$ cat config.mk
export PLATFORM = sky130hd
export DESIGN_NAME = ubbcl_frame_accum
export DESIGN_NICKNAME = d
export VERILOG_FILES = /design/src/rtl/ubbcl_frame_accum.sv
export SDC_FILE = /design/constraint.sdc
export NUM_CORES = 1
export LEC_CHECK = 0
export ABC_AREA = 0
export BUFFER_PORTS_ARGS = -buffer_cell sky130_fd_sc_hd__clkbuf_2
export CAP_MARGIN = 25
export CELL_PAD_IN_SITES_DETAIL_PLACEMENT = 0
export CELL_PAD_IN_SITES_GLOBAL_PLACEMENT = 1
export CORE_UTILIZATION = 25
export CTS_CLUSTER_DIAMETER = 40
export DETAILED_ROUTE_END_ITERATION = 10
export PLACE_DENSITY_LB_ADDON = 0.1
export SETUP_SLACK_MARGIN = 0.2
export SLEW_MARGIN = 10
export SYNTH_ARGS = -nofsm -noshare
export SYNTH_HDL_FRONTEND = slang
export SYNTH_SLANG_ARGS = --single-unit
$ cat constraint.sdc
create_clock -name clk -period 1.56 [get_ports clk]
set_clock_uncertainty 0.2 [all_clocks]
set_input_delay 0 -clock clk [delete_from_list [all_inputs] [get_ports clk]]
set_output_delay 0 -clock clk [all_outputs]
set_load 0.005 [all_outputs]
$ cat src/rtl/ubbcl_frame_accum.sv
// Seeds a 17-bit accumulator and sums LEN 9-bit samples through an external UBBCL adder.
// Latency: result valid the cycle after the last accepted beat; in_ready is low outside ACC, and the result holds while out_ready is low.
module ubbcl_frame_accum #(
    parameter int LEN   = 16,
    parameter int CNT_W = 5
) (
    input  logic             clk,
    input  logic             rst_n,
    input  logic             start,
    input  logic [16:0]      init,
    input  logic             in_valid,
    output logic             in_ready,
    input  logic [8:0]       in_data,
    output logic [8:0]       add_x,
    output logic [16:0]      add_y,
    input  logic [17:0]      add_s,
    output logic             out_valid,
    input  logic             out_ready,
    output logic [16:0]      out_sum,
    output logic             out_ovf,
    output logic [CNT_W-1:0] out_count
);

    typedef enum logic [1:0] {
        S_IDLE = 2'd0,
        S_ACC  = 2'd1,
        S_DONE = 2'd2
    } state_t;

    localparam logic [CNT_W-1:0] LAST_CNT = CNT_W'(LEN - 1);

    state_t           state_q, state_d;
    logic [16:0]      acc_q, acc_d;
    logic [CNT_W-1:0] cnt_q, cnt_d;
    logic             ovf_q, ovf_d;
    logic             beat;

    always_ff @(posedge clk) begin
        if (!rst_n) begin
            state_q <= S_IDLE;
            acc_q   <= '0;
            cnt_q   <= '0;
            ovf_q   <= 1'b0;
        end else begin
            state_q <= state_d;
            acc_q   <= acc_d;
            cnt_q   <= cnt_d;
            ovf_q   <= ovf_d;
        end
    end

    // in_ready depends on state only, so no combinational path from in_valid or out_ready
    assign in_ready = (state_q == S_ACC);
    assign beat     = in_valid && in_ready;

    always_comb begin
        state_d   = state_q;
        acc_d     = acc_q;
        cnt_d     = cnt_q;
        ovf_d     = ovf_q;
        out_valid = 1'b0;
        add_x     = 9'd0;
        case (state_q)
            S_IDLE: begin
                if (start) begin
                    acc_d   = init;
                    cnt_d   = '0;
                    ovf_d   = 1'b0;
                    state_d = S_ACC;
                end
            end
            S_ACC: begin
                add_x = in_data;
                if (beat) begin
                    acc_d = add_s[16:0];
                    ovf_d = ovf_q | add_s[17];
                    cnt_d = cnt_q + CNT_W'(1);
                    if (cnt_q == LAST_CNT) begin
                        state_d = S_DONE;
                    end
                end
            end
            S_DONE: begin
                out_valid = 1'b1;
                if (out_ready) begin
                    state_d = S_IDLE;
                end
            end
            default: begin
                state_d = S_IDLE;
            end
        endcase
    end

    assign add_y     = acc_q;
    assign out_sum   = acc_q;
    assign out_ovf   = ovf_q;
    assign out_count = cnt_q;

endmodule

==> summary.md, run 1 <==
| Metric | Value |
|---|---|
| Cell Rows | 26 |
| Final setup viols | 0 |
| Clk pwr share | 25.3% |
| Slew Viols, Final | 0 |
| Clock buffer depth | 2 |
| Power per cell area | 642 mW/mm² |
| WP data arrival | 1.48 ns |
| Detail Placement HPWL | 2870 µm |
| # DRC | 0 |
| Least-Margin Pin Slew | 0.436 ns |
| Comb power frac | 29.7% |
| Share of power burned in registers | 45.0% |
| Relative slew slack | 70.9% |
| Post-synth cell types | 32 |
| Clk sinks | 25 |
| Layout cells sized above 1 | 62.5% |
| Internal | 1160 µW |
| Initial core utilization | 26.0% |
| Post-Syn Instances | 137 |
| Syn avg cell area | 9.77 µm² |
| Reg area | 508 µm² |
| Vias | 1507 |
| Layout Utilization | 48.6% |
| Footprint of the multi-input gates | 772 µm² |
| Final non-filler cell total | 337 |
| Net Switching | 440 µW |
| Most common cell after layout, fill and taps aside | clkbuf_2 |
| RSZ-0062 raised after global routing | yes |
| Initial antenna violation count | 0 |
| Total track usage | 15.4% |
| Height of the die | 75.2 µm |
| Max_cap viols | 0 |
| Clock Pin Slew Worst Setup and Hold Paths | 0.10 ns |
| Die W | 75.2 µm |
| Clk root buf | clkbuf_8 |
| H-tree Lvls | 1 |
| Total CTS buffers | 3 |
| Ports | 100 |
| Number of synthesized flops with an enable pin | 0 |
| Async set-or-reset flop fraction in the synthesized netlist | 0% |
| Post-Route WL | 4500 µm |
| Fmax | 663 MHz |
| Number of global-route vias before repair | 1531 |
| Warnings, synthesis | 0 |
| Net Count, Synth | 188 |
| Final ANT Viol Nets | 0 |
| Layout net count | 319 |
| GR Overflow Total | 0 |
| Core area | 0.00514 mm² |
| Post-synthesis cell area | 0.00134 mm² |
| Crit path launch type | flop |
| Die footprint | 0.00565 mm² |
| CTS tree | built |
| Diodes inserted | 0 |
| Kind of critical path | reg2reg |
| Dpl cell area | 0.00181 mm² |
| DRT iter0 DRCs | 27 |
| #FFs+latches synth | 25 |
| Final hold slack | -0.0909 ns |
| Cells after DPL | 290 |
| Clk Latency, worst-skew pair | 0.27 ns |
| Fin. Hold Viols | 4 |
| Worst hold path type | in2reg |
| Status | finished with violations |
| Global-route wire length before repair | 6580 µm |
| Sequential area share after synthesis | 37.4% |
| Violated checks | hold timing |
| Pwr Total | 1600 µW |
| Crit-path max FO | 8 |
| DR WL/cell | 13.4 µm |
| CP endpoint kind | flop |
| Via density | 4.47 |
| TritonRoute pass-1 iters | 4 |
| Crit path time final | 1.51 ns |
| Largest net degree at the start of global routing | 21 |
| Post-route cell area | 0.00250 mm² |
| Gpl congestion | 0.765 |
| Top_reg_cell synth | dfxtp_1 |
| Highest-count cells in the layout ignoring fill and taps | 93 x clkbuf_2, 37 x dlygate4sd3_1, 21 x dfxtp_1 |
| Area grow syn2layout | 86.4% |
| Post-route clock period utilization | 96.6% |
| Switching share of power | 27.5% |
| Port bufs | 99 |
| Required @ worst endpoint | 1.53 ns |
| Lkg Pwr | 0.00117 µW |
| IR drop worst, VDD | 0.404 mV |
| Fill count | 524 |
metrics by stage:
stage / hold slack, ns / worst slack, ns / setup TNS [ns]
after floorplan: -0.0897 / -0.0436 / -0.393
after global placement: 0.0536 / -0.0583 / -0.968
after detailed placement: 0.0622 / -0.114 / -1.74
after CTS: -0.204 / 0.0516 / 0
after global routing: -0.0889 / 0.0182 / 0
final: -0.0909 / 0.0526 / 0
cells in the mapped netlist (all sizes together) (2+ instances only):
library cell | n | share of area (%)
dfxtp | 25 | 37
o21ai | 2 | 0.75
nand2 | 6 | 1.7
a31oi | 2 | 0.93
nand3 | 2 | 0.75
o21a | 17 | 9.5
ha | 2 | 1.9
and2 | 10 | 4.7
nor2 | 2 | 0.75
buf | 24 | 14
clkbuf | 3 | 0.84
o221a | 17 | 14
nor2b | 4 | 1.9
a21oi | 4 | 1.5
inv | 3 | 0.84
nor3b | 2 | 1.1
worst max-delay path: stages (launching register included):
cell	delay, ns
dfxtp_4	0.37
or3b_4	0.39
buf_6	0.15
o21a_1	0.19
o221a_2	0.11
cells by family after synthesis:
family | Yosys count | synth area share [%]
multiplexers | 1 | 0.748
adder cells (fa/ha/maj) | 2 | 1.87
flip-flops | 25 | 37.4
AND/OR/NAND/NOR | 33 | 14.6
AO/OA/AOI/OAI | 46 | 29.4
buffers and inverters | 30 | 16.0
per-layer routing:
metal  part of all wire (%)  routed length, µm  track usage, %
met5                      0                  0               0
met4                    1.1                 48            3.91
met3                    6.4                287            3.48
met2                     54               2430            31.0
met1                     39               1740            15.9
what timing repair did:
action	in CTS	in global routing
cloned	1	0
endpoints found under the hold margin	23	5
endpoints found under the setup margin	33	36
setup buffers	3	2
gates resized for setup	28	25
pin swaps	11	13
hold buffers	35	2
sequential cells by signal, indices dropped and copies added (netlist names):
| name | cells |
|---|---|
| add_y | 17 |
| out_count | 5 |
| state_q | 2 |
| out_ovf | 1 |
path summary, 6_finish.rpt:
kind                 from      endpoint  slack [ns]  cells past startpoint
max            state_q[0]      add_y[9]        0.05                      4
min                 start    state_q[0]       -0.09                      3
max reg2reg    state_q[0]      add_y[9]        0.05                      4
min reg2reg  out_count[4]  out_count[4]        0.32                      2
final cells by class:
cell class	count	share of cell area, %
clock buffers	3	1.65
clock inverters	1	0.301
inverters	3	0.451
multi-input cells	82	30.9
flip-flops and latches	25	20.4
well taps	70	3.51
repair buffers	153	42.8
power by group through the flow:
| stage | Clock (µW) | Sequential, µW | Combinational (µW) |
|---|---|---|---|
| floorplan | 0 | 732 | 208 |
| global placement | 0 | 732 | 339 |
| detailed placement | 0 | 734 | 340 |
| CTS | 429 | 721 | 443 |
| global route | 452 | 729 | 527 |
| finish | 405 | 722 | 476 |
Note: power is estimated with default switching activity, not from simulation.
==> run 2: changes to the inputs <==
- CELL_PAD_IN_SITES_GLOBAL_PLACEMENT: 1 -> 2
- CORE_UTILIZATION: 25 -> 19
==> summary.md, run 2 (synthesized netlist as in run 1, its figures left out) <==
| Metric | Value |
|---|---|
| Status | completed (was finished with violations) |
| Worst Path Buf+Inv | 1 (unchanged) |
| CP endpoint kind | flop (unchanged) |
| R2r worst-path depth | 4 (unchanged) |
| Initial core utilization | 19.7% (was 26.0%) |
| Number of global-route vias before repair | 1538 (was 1531) |
| Critical R2R Capture | add_y[14] (was add_y[9]) |
| Clock buffer depth | 2 (unchanged) |
| Global-route wire length before repair | 6920 µm (was 6580 µm) |
| Detail Placement HPWL | 3120 µm (was 2870 µm) |
| Crit path launch | state_q[0] (unchanged) |
| RR Startpoint | state_q[0] (unchanged) |
| Highest-count cells in the layout ignoring fill and taps | 94 x clkbuf_2, 38 x dlygate4sd3_1, 21 x dfxtp_1 (was 93 x clkbuf_2, 37 x dlygate4sd3_1, 21 x dfxtp_1) |
| Area grow syn2layout | 87.9% (was 86.4%) |
| Setup crit end | add_y[14] (was add_y[9]) |
| Total CTS buffers | 3 (unchanged) |
| Most common cell after layout, fill and taps aside | clkbuf_2 (unchanged) |
| WP data arrival | 1.49 ns (was 1.48 ns) |
| Height of the die | 85.9 µm (was 75.2 µm) |
| Relative slew slack | 68.1% (was 70.9%) |
| Final setup viols | 0 (unchanged) |
| Crit path launch type | flop (unchanged) |
| GR Overflow Total | 0 (unchanged) |
| Clk root buf | clkbuf_8 (unchanged) |
| Fin. Hold Viols | 0 (was 4) |
| Die footprint | 0.00739 mm² (was 0.00565 mm²) |
| DR WL/cell | 12.7 µm (was 13.4 µm) |
| Die W | 85.9 µm (was 75.2 µm) |
| Port bufs | 99 (unchanged) |
| Post-Route WL | 4610 µm (was 4500 µm) |
| DRT iter0 DRCs | 33 (was 27) |
| Max_cap viols | 0 (unchanged) |
| Final hold slack | 0.0485 ns (was -0.0909 ns) |
| Crit path time final | 1.52 ns (was 1.51 ns) |
| Via density | 4.18 (was 4.47) |
| Layout net count | 320 (was 319) |
| CP cell instances | or3b_4, buf_6, o21a_1, o221a_2 (unchanged) |
| Cell Rows | 30 (was 26) |
| Final ANT Viol Nets | 0 (unchanged) |
| Post-route clock period utilization | 97.3% (was 96.6%) |
| R2R Setup Slk | 0.04 ns (was 0.05 ns) |
| Worst path depth | 4 (unchanged) |
| Slowest stage delay, CP | 0.39 ns (about the same) |
| Worst hold path type | in2reg (unchanged) |
| TritonRoute pass-1 iters | 4 (unchanged) |
| Max reg flops | 17 (unchanged) |
| Total track usage | 11.7% (was 15.4%) |
| CTS tree | built (unchanged) |
| CP delay by family, top | simple AND/OR/NAND/NOR gates (unchanged) |
| Vias | 1522 (was 1507) |
| Crit-path max FO | 8 (unchanged) |
| Least-Margin Pin Slew | 0.479 ns (was 0.436 ns) |
| RSZ-0062 raised after global routing | yes (unchanged) |
| Clock Pin Slew Worst Setup and Hold Paths | 0.09 ns (was 0.10 ns) |
| Fmax | 659 MHz (was 663 MHz) |
| Gpl congestion | 0.733 (was 0.765) |
| Layout cells sized above 1 | 62.3% (was 62.5%) |
| Core area | 0.00679 mm² (was 0.00514 mm²) |
| Slowest-stage cell, CP | or3b_4 (unchanged) |
| Diodes inserted | 0 (unchanged) |
| # DRC | 0 (unchanged) |
| Largest net degree at the start of global routing | 21 (unchanged) |
| Power per cell area | 640 mW/mm² (was 642 mW/mm²) |
| H-tree Lvls | 1 (unchanged) |
| IR drop worst, VDD | 0.224 mV (was 0.404 mV) |
| Layout Utilization | 37.0% (was 48.6%) |
| Ports | 100 (unchanged) |
| Required @ worst endpoint | 1.53 ns (about the same) |
| Kind of critical path | reg2reg (unchanged) |
| Clk Latency, worst-skew pair | 0.27 ns (about the same) |
| Clk sinks | 25 (unchanged) |
| Initial antenna violation count | 0 (unchanged) |
| Lkg Pwr | 0.00116 µW (was 0.00117 µW) |
| Slew Viols, Final | 0 (unchanged) |
run 2: power by group:
| group | internal [µW] | switching, µW | total (µW) | leakage, µW |
|---|---|---|---|---|
| clock | 182 | 229 | 410 | 0.0000217 |
| combinational | 300 | 180 | 480 | 0.000934 |
| sequential | 683 | 37.1 | 720 | 0.000208 |
run 2: through the flow:
| step | instances | total power [µW] | area [µm²] | setup TNS [ns] | worst slack, ns |
|---|---|---|---|---|---|
| 2_1_floorplan | 137 | 940 | 1340 | -0.393 | -0.0436 |
| 3_3_place_gp | 317 | 1080 | 1850 | -1.28 | -0.0780 |
| 3_5_place_dp | 317 | 1080 | 1850 | -2.78 | -0.176 |
| 4_1_cts | 360 | 1590 | 2340 | 0 | 0.00491 |
| 5_1_grt | 364 | 1720 | 2510 | 0 | 0.00197 |
| 6_report | 364 | 1610 | 2510 | 0 | 0.0415 |
run 2: timing repair:
action                                  CTS  global route
hold buffers                             38             0
endpoints found under the hold margin    22             0
endpoints found under the setup margin   34            36
pin swaps                                 5            13
setup buffers                             1             3
gates cloned                              0             1
gates resized for setup                  12            36
run 2: final cells by class:
cell class              count  area, µm²
fillers                   698       4280
repair buffers            154       1070
multi-input cells          82        753
flip-flops and latches     25        508
well taps                  96        120
clock buffers               3       41.3
inverters                   3       11.3
clock inverters             1       7.51
run 2: worst reg2reg max path: cells and delay by family (launching register included):
| kind | cells | cell delay [ns] |
|---|---|---|
| flops | 1 | 0.37 |
| compound gates | 2 | 0.30 |
| simple gates | 1 | 0.39 |
| buf+inv | 1 | 0.15 |
run 2: metal layers:
metal	track usage, %	wire length [µm]
met2	21.1	2320
met1	14.1	2020
met5	0	0
met4	2.73	37
met3	2.60	235
run 2: how the worst min path moves through the flow:
stage	from	endpoint	slack, ns	cells after the start
after detailed placement	add_s[17]	out_ovf	0.07	3
after floorplan	in_data[0]	add_x[0]	-0.09	1
final	in_valid	out_count[4]	0.05	5
after CTS	in_valid	out_count[4]	0.007	5
after global routing	in_data[4]	add_x[4]	0.1	3
after global placement	add_s[17]	out_ovf	0.06	3
